--- src/rtl/us_tx_arbiter.sv ---
// Upstream UDP transmit arbiter: three packet sources share one UDP tx port.
// Optional REQ-state abort on TIMEOUT is enabled by defining US_TX_ARB_TIMEOUT_EN.
module us_tx_arbiter #(
    parameter int TIMEOUT = 4096,
    parameter int GAP     = 2
) (
    input  logic        clk,
    input  logic        rst,
    input  logic [2:0]  src_req,
    input  logic [10:0] src_len0,
    input  logic [10:0] src_len1,
    input  logic [10:0] src_len2,
    input  logic [1:0]  src_code0,
    input  logic [1:0]  src_code1,
    input  logic [1:0]  src_code2,
    input  logic [7:0]  src_data0,
    input  logic [7:0]  src_data1,
    input  logic [7:0]  src_data2,
    output logic [2:0]  src_grant,
    output logic [2:0]  src_enable,
    output logic [1:0]  udp_tx_request,
    output logic [10:0] udp_tx_length,
    output logic [7:0]  udp_tx_data,
    input  logic        udp_tx_enable,
    input  logic [6:0]  bs_ratio,
    input  logic        stall_req,
    output logic        stall_ack,
    output logic        timeout_err
);

    if (GAP < 1 || GAP > 15 || TIMEOUT < 1) begin : g_bad_param
        $error("us_tx_arbiter: GAP must be 1..15 and TIMEOUT >= 1");
    end

    typedef enum logic [1:0] {S_IDLE, S_REQ, S_XFER, S_GAP} state_t;

    state_t      state_q, state_n;
    logic [2:0]  grant_n;
    logic [1:0]  code_n;
    logic [10:0] len_n;
    logic [10:0] byte_cnt, cnt_n;
    logic [3:0]  gap_cnt, gap_n;
    logic [6:0]  bs_credit, credit_n;
    logic [2:0]  valid, win;
    logic [10:0] sel_len;
    logic [1:0]  sel_code;

`ifdef US_TX_ARB_TIMEOUT_EN
    logic [15:0] to_cnt, to_n;
    logic        terr_n;
`endif

    // ch0 always first; ch1/ch2 contention settled by bandscope credit
    always_comb begin
        valid = src_req & {|src_len2, |src_len1, |src_len0};
        win   = 3'b000;
        if (valid[0])
            win = 3'b001;
        else if (valid[1] && valid[2])
            win = (bs_credit >= bs_ratio) ? 3'b100 : 3'b010;
        else if (valid[1])
            win = 3'b010;
        else if (valid[2])
            win = 3'b100;
    end

    always_comb begin
        sel_len  = '0;
        sel_code = '0;
        unique case (1'b1)
            win[0]: begin sel_len = src_len0; sel_code = src_code0; end
            win[1]: begin sel_len = src_len1; sel_code = src_code1; end
            win[2]: begin sel_len = src_len2; sel_code = src_code2; end
            default: ;
        endcase
    end

    always_comb begin
        state_n   = state_q;
        grant_n   = src_grant;
        code_n    = udp_tx_request;
        len_n     = udp_tx_length;
        cnt_n     = byte_cnt;
        gap_n     = gap_cnt;
        credit_n  = bs_credit;
        stall_ack = 1'b0;
`ifdef US_TX_ARB_TIMEOUT_EN
        to_n      = '0;
        terr_n    = 1'b0;
`endif
        case (state_q)
            S_IDLE: begin
                if (stall_req) begin
                    stall_ack = 1'b1;
                end else if (win != 3'b000) begin
                    grant_n = win;
                    code_n  = sel_code;
                    len_n   = sel_len;
                    state_n = S_REQ;
                    if (win[2])
                        credit_n = '0;
                end
            end
            S_REQ: begin
                if (udp_tx_enable) begin
                    cnt_n   = udp_tx_length - 11'd1;
                    state_n = S_XFER;
`ifdef US_TX_ARB_TIMEOUT_EN
                end else if (to_cnt == 16'(TIMEOUT - 1)) begin
                    terr_n  = 1'b1;
                    grant_n = '0;
                    code_n  = '0;
                    gap_n   = 4'(GAP - 1);
                    state_n = S_GAP;
                end else begin
                    to_n = to_cnt + 16'd1;
`endif
                end
            end
            S_XFER: begin
                if (byte_cnt == '0) begin
                    grant_n = '0;
                    code_n  = '0;
                    gap_n   = 4'(GAP - 1);
                    state_n = S_GAP;
                    if (src_grant[1] && bs_credit != 7'd127)
                        credit_n = bs_credit + 7'd1;
                end else begin
                    cnt_n = byte_cnt - 11'd1;
                end
            end
            S_GAP: begin
                if (gap_cnt == '0)
                    state_n = S_IDLE;
                else
                    gap_n = gap_cnt - 4'd1;
            end
            default: begin
                state_n = S_IDLE;
                grant_n = '0;
                code_n  = '0;
            end
        endcase
    end

    always_ff @(posedge clk) begin
        if (rst) begin
            state_q        <= S_IDLE;
            src_grant      <= '0;
            udp_tx_request <= '0;
            udp_tx_length  <= '0;
            byte_cnt       <= '0;
            gap_cnt        <= '0;
            bs_credit      <= '0;
        end else begin
            state_q        <= state_n;
            src_grant      <= grant_n;
            udp_tx_request <= code_n;
            udp_tx_length  <= len_n;
            byte_cnt       <= cnt_n;
            gap_cnt        <= gap_n;
            bs_credit      <= credit_n;
        end
    end

`ifdef US_TX_ARB_TIMEOUT_EN
    always_ff @(posedge clk) begin
        if (rst) begin
            to_cnt      <= '0;
            timeout_err <= 1'b0;
        end else begin
            to_cnt      <= to_n;
            timeout_err <= terr_n;
        end
    end
`else
    assign timeout_err = 1'b0;
`endif

    assign src_enable = src_grant & {3{udp_tx_enable}};

    always_comb begin
        udp_tx_data = '0;
        unique case (1'b1)
            src_grant[0]: udp_tx_data = src_data0;
            src_grant[1]: udp_tx_data = src_data1;
            src_grant[2]: udp_tx_data = src_data2;
            default: ;
        endcase
    end

endmodule

--- config.mk ---
export PLATFORM = sky130hd
export DESIGN_NAME = us_tx_arbiter
export DESIGN_NICKNAME = d
export VERILOG_FILES = /design/src/rtl/us_tx_arbiter.sv
export SDC_FILE = /design/constraint.sdc
export NUM_CORES = 1
export LEC_CHECK = 0
export CAP_MARGIN = 20
export CORE_MARGIN = 1
export CORE_UTILIZATION = 25
export DETAILED_ROUTE_END_ITERATION = 10
export DONT_BUFFER_PORTS = 1
export GPL_TIMING_DRIVEN = 0
export PLACE_DENSITY = 0.49
export SETUP_SLACK_MARGIN = 0.3
export SYNTH_ARGS = -nofsm -noshare
export SYNTH_HDL_FRONTEND = slang
export SYNTH_SLANG_ARGS = --single-unit
--- constraint.sdc ---
create_clock -name clk -period 3.2 [get_ports clk]
set_input_delay 0.64 -clock clk [delete_from_list [all_inputs] [get_ports clk]]
set_output_delay 0.64 -clock clk [all_outputs]
set_load 0.005 [all_outputs]
==> Yosys cells after proc, flatten, opt, wreduce, memory -nomap -nowiden <==
Index checks and enable logic that the tools add are counted.
{ "totals": {"ff_bits": 40, "output_inout_bits": 29} }
{ "classes": {"addsub": 4, "magnitude_cmp": 1, "eq_ne": 13, "mux": 36, "n_bitwise": 3, "reduce_logical": 18} }
{ "op_table": {"columns": ["cell", "count"], "rows": [
  ["$mux W7", 5],
  ["$pmux W11 S3", 1],
  ["$reduce_or A11 Y1", 3],
  ["$mux W3", 8],
  ["$pmux W8 S3", 1],
  ["$mux W11", 2],
  ["$pmux W11 S2", 1],
  ["$sub A11 B1 Y11 const B", 2],
  ["$ne A2 B2 Y1 const B", 9],
  ["$mux W2", 8],
  ["$pmux W7 S2", 1],
  ["$logic_not A11 Y1", 1],
  ["$reduce_and A3 Y1", 3],
  ["$mux W4", 2],
  ["$pmux W2 S4", 1],
  ["$pmux W4 S2", 1],
  ["$add A7 B1 Y7 const B", 1],
  ["$ge A7 B7 Y1", 1],
  ["$ne A7 B7 Y1 const B", 1],
  ["$and A3 B3 Y3", 2],
  ["$pmux W2 S3", 1],
  ["$pmux W3 S2", 1],
  ["$reduce_and A6 Y1", 1],
  ["$reduce_bool A2 Y1", 3],
  ["12 further kinds", 15]
]} }

==> Depth between registers and ports, before layout <==
{ "depth": {"ltp_word": 10, "ltp_mapped": 13, "ltp_nobuf": 9} }

==> Worst setup path after synthesis <==
OpenSTA, ideal clock, no wires.
{ "synth_path": {"kind": "register -> register", "startpoint": "reg state_q[0]", "endpoint": "reg byte_cnt[8]", "setup_ns": 0.132, "arrival_ns": 2.880, "slack_ns": 0.188, "stages_incl_launch_ff": 14, "path_buffers": 4, "period_less_slack_ns": 3.012, "cell_sequence": "dfxtp_1 -> inv_1 -> ha_1 -> clkbuf_1 -> buf_1 -> buf_2 -> buf_1 -> mux2i_1 -> ha_1 -> o221ai_1 -> nor2_1 -> o21ai_0 -> a22oi_1 -> a21oi_1"} }
{ "synth_via": {"elab_chain_len": 3} }
{ "synth_rtl": {"columns": ["item", "line_no", "rtl"], "rows": [
  ["start: declaration", "37", "state_t state_q, state_n;"],
  ["start signal: assignment", "156", "state_q <= state_n;"],
  ["$eq A2 B2 Y1 / $eq A2 B1 Y1 (equally long branches)", "91", "case (state_q)"],
  ["$ne A2 B2 Y1 (no line) / $reduce_bool A2 Y1 (equally long branches)", null, null],
  ["$reduce_and A3 Y1 (no line)", null, null],
  ["end signal: assignment", "160", "byte_cnt <= cnt_n;"],
  ["end: declaration", "41", "logic [10:0] byte_cnt, cnt_n;"]
]} }
Several ways; a longest one is shown, not always the timed one.
A chain may end at the register's enable or synchronous reset.

==> Worst setup path in the final report <==
{ "layout_path": {"startpoint": "in bs_ratio[6]", "endpoint": "reg udp_tx_length[2]"} }
{ "layout_via": {"elab_chain_len": 6} }
{ "layout_rtl": {"columns": ["item", "line_no", "rtl"], "rows": [
  ["start: declaration", "25", "input logic [6:0] bs_ratio,"],
  ["$ge A7 B7 Y1 *", "60", "win = (bs_credit >= bs_ratio) ? 3'b100 : 3'b010;"],
  ["$mux W3 *", "60", null],
  ["$mux W3 *", "59", "else if (valid[1] && valid[2])"],
  ["$mux W3 *", "57", "if (valid[0])"],
  ["$reduce_bool A3 Y1", "95", "end else if (win != 3'b000) begin"],
  ["$reduce_and A3 Y1 (no line)", null, null],
  ["end signal: assignment", "159", "udp_tx_length <= len_n;"],
  ["end: declaration", "22", "output logic [10:0] udp_tx_length,"]
]} }
Mark *: on every way between the ends. The rest lies on a longest branch, timed or not.

==> results.md <==
- Status: finished, final reports clean
- Tcrit/Tclk final: 0.844
- DRT Pass-1 Iters: 6
- Clock tree buffer depth: 2
- Post-DRT Antenna Nets: 0
- Final min period: 2700 ps
- Share of layout cells above drive strength 1: 0.112
- Dpl ws: -484 ps
- All-Layer GR Usage: 0.153
- Via Count: 2913
- DRC violations left: 0
- RePlAce Congestion: 0.817
- CTS Buf Count: 5
- Clock sink count: 40
- Ports: 106
- Largest net degree at the start of global routing: 15
- Peak VDD IR: 0.000272 V
- Relative slew margins: 0.488
- Placed instance count: 508
- Worst-Skew Late Latency: 290 ps
- Pwr/cell area: 856 nW/um^2
- Unrepaired setup endpoints after global routing: false
- Die H: 110 um
- Die ar.: 12100 sq um
- Syn_nets: 457
- Clock-pin slew on the worst setup and hold paths: 60 ps
- Fin Clk Skew: 10.8 ps
- Width of the chip: 110 um
- Core box area: 11400 sq um
- Worst Setup End Kind: flop
- Sequential share of the synthesized area: 0.274
- Final net count: 466
- Initial core utilization: 0.256
- Mapped Area: 2920 sq um
- Final setup margin: 498 ps
- Post-route design area: 3300 sq um
- Maxcap violations: 0
- FILL cells: 1268
- Post-synthesis cell count: 365
- Input/output buffers: 0
- Worst-path maximum fanout: 10
- Synth warn: 0
- Max Slew Vio Count: 0
- Number of core rows: 39
- Setup CP Type: primary input to flop
- CTS tree: done
- Setup violations, final: 0
- Fmax: 370 MHz
- Vias in the first global route: 2761
- Area after DPL: 3100 sq um
- Avg Inst Size Synth: 7.99 sq um
- Asr flop ratio synth: 0
- Via density per instance: 5.62
- Primary FF master, synth: dfxtp_1
- Critical Path Start Type: primary input
- Hold crit path type: flop to flop
- Clock root buffer: clkbuf_16
- Worst EP required: 3350 ps
- Initial drt markers: 218
- Pin slew with the least headroom to its limit: 766 ps
- Detailed placement HPWL: 7.13 mm
- Layout area overhead: 13.3%
- Max H-tree Level: 2
- Antenna cells: 0
- Antenna violations before repair: 0
- Multi-input logic area: 1910 sq um
- Register area: 801 sq um
- WP data arrival: 2850 ps
- Total grt overflow: 0
- First-pass GRT wire length: 14.2 mm
- Register bit total from synthesis: 40
- DR WL/cell: 17.6 um
- Post-synthesis cell type count: 60
- Post-synth EDFFs: 0
- Total Routed Length: 9.09 mm
- Final-report hold violation count: 0
- Fin cells: 518
- Setup TNS: 0 ps
- Static Leak: 1.16 nW
[sequential cells by signal, indices dropped and copies added (netlist names)]
| register | count |
|---|---|
| byte_cnt | 11 |
| udp_tx_length | 11 |
| bs_credit | 7 |
| gap_cnt | 4 |
| src_grant | 3 |
| state_q | 2 |
| udp_tx_request | 2 |
[layout make-up]
cell class	instances	area share
flip-flops and latches	40	0.242
inverters	29	0.0329
repair buffers	2	0.00454
clock inverters	3	0.00719
plain buffers	26	0.0439
clock buffers	5	0.0379
well taps	143	0.0541
multi-input cells	270	0.577
[report_power, final]
group / total (mW) / internal, mW / switching [mW]
clock: 0.506 / 0.290 / 0.216
combinational: 1.50 / 0.608 / 0.897
sequential: 0.817 / 0.633 / 0.184
[cell usage in the layout, fill, tap and decap left out, types with 3 or more instances in the layout]
master / netlist / routed
dfxtp_1: 40 / 40
inv_1: 29 / 29
nor2_1: 29 / 28
nand2_1: 24 / 24
a21oi_1: 24 / 23
a222oi_1: 21 / 21
clkbuf_1: 17 / 14
o21ai_0: 14 / 14
ha_1: 15 / 14
a211oi_1: 13 / 13
nor3_1: 13 / 12
mux2i_1: 9 / 9
nor4_1: 9 / 9
nand2b_1: 7 / 7
a31oi_1: 5 / 5
nor2b_1: 5 / 5
or3_1: 5 / 5
or2_2: 5 / 5
clkbuf_16: 0 / 5
buf_4: 1 / 4
buf_6: 2 / 4
nor3b_1: 4 / 4
a221oi_1: 4 / 4
and2_1: 3 / 3
buf_2: 4 / 3
a21o_1: 3 / 3
o21a_1: 3 / 3
a211o_1: 3 / 3
o22ai_1: 3 / 3
o31ai_1: 3 / 3
mux2_2: 3 / 3
o211ai_1: 3 / 3
nand3b_1: 3 / 3
[synth_stat cells (7+ instances only)]
master,instances,area (sq um)
a211oi_1,13,97.6
nand2b_1,7,43.8
o21ai_0,14,70.1
a222oi_1,21,210
nand2_1,24,90.1
a21oi_1,24,120
inv_1,29,109
nor3_1,13,65.1
clkbuf_1,17,63.8
nor4_1,9,56.3
mux2i_1,9,90.1
dfxtp_1,40,801
ha_1,15,188
nor2_1,29,109
[per-stage QoR]
| step | power, mW | util | hold slack (ps) |
|---|---|---|---|
| floorplan | 1.88 | - | 449 |
| detailed placement | 2.24 | 0.271 | 481 |
| global placement | 2.23 | 0.271 | 470 |
| finish | 2.83 | 0.289 | 495 |
| global route | 3.06 | 0.289 | 512 |
| CTS | 2.80 | 0.287 | 490 |
[logic make-up after synthesis]
group | share of synthesized area
AO/OA/AOI/OAI | 0.334
AND/OR/NAND/NOR | 0.198
buffers and inverters | 0.0789
flip-flops | 0.274
adder cells (fa/ha/maj) | 0.0643
multiplexers | 0.0425
XOR/XNOR | 0.00600
other | 0.00129
[final timing paths]
path	from	end	slack, ps	cells past startpoint
worst max-delay path	bs_ratio[6]	udp_tx_length[2]	500	9
worst min-delay path	byte_cnt[0]	byte_cnt[0]	490	2
worst max register to register	bs_credit[6]	udp_tx_length[2]	510	8
worst min register to register	byte_cnt[0]	byte_cnt[0]	490	2
[timing repair]
item / 4_1_cts / 5_1_grt
setup buffers: 0 / 2
resized for setup: 8 / 10
hold buffers: 0 / 0
endpoints found under the setup margin: 9 / 13
pin swaps: 0 / 1
[layer usage]
layer	global-route usage	part of all wire
met3	0.0288	0.059
met1	0.199	0.47
met4	0.0410	0.015
met5	0	0
met2	0.256	0.46
[critical path, stage by stage]
cell and delay (ps):
inv_1 30, ha_1 290, and3_1 200, a221o_1 340, a31oi_1 340, a21oi_1 210
clkbuf_1 270, a222oi_1 420, a211oi_1 120
No activity file was read; power rests on OpenSTA's default activity.
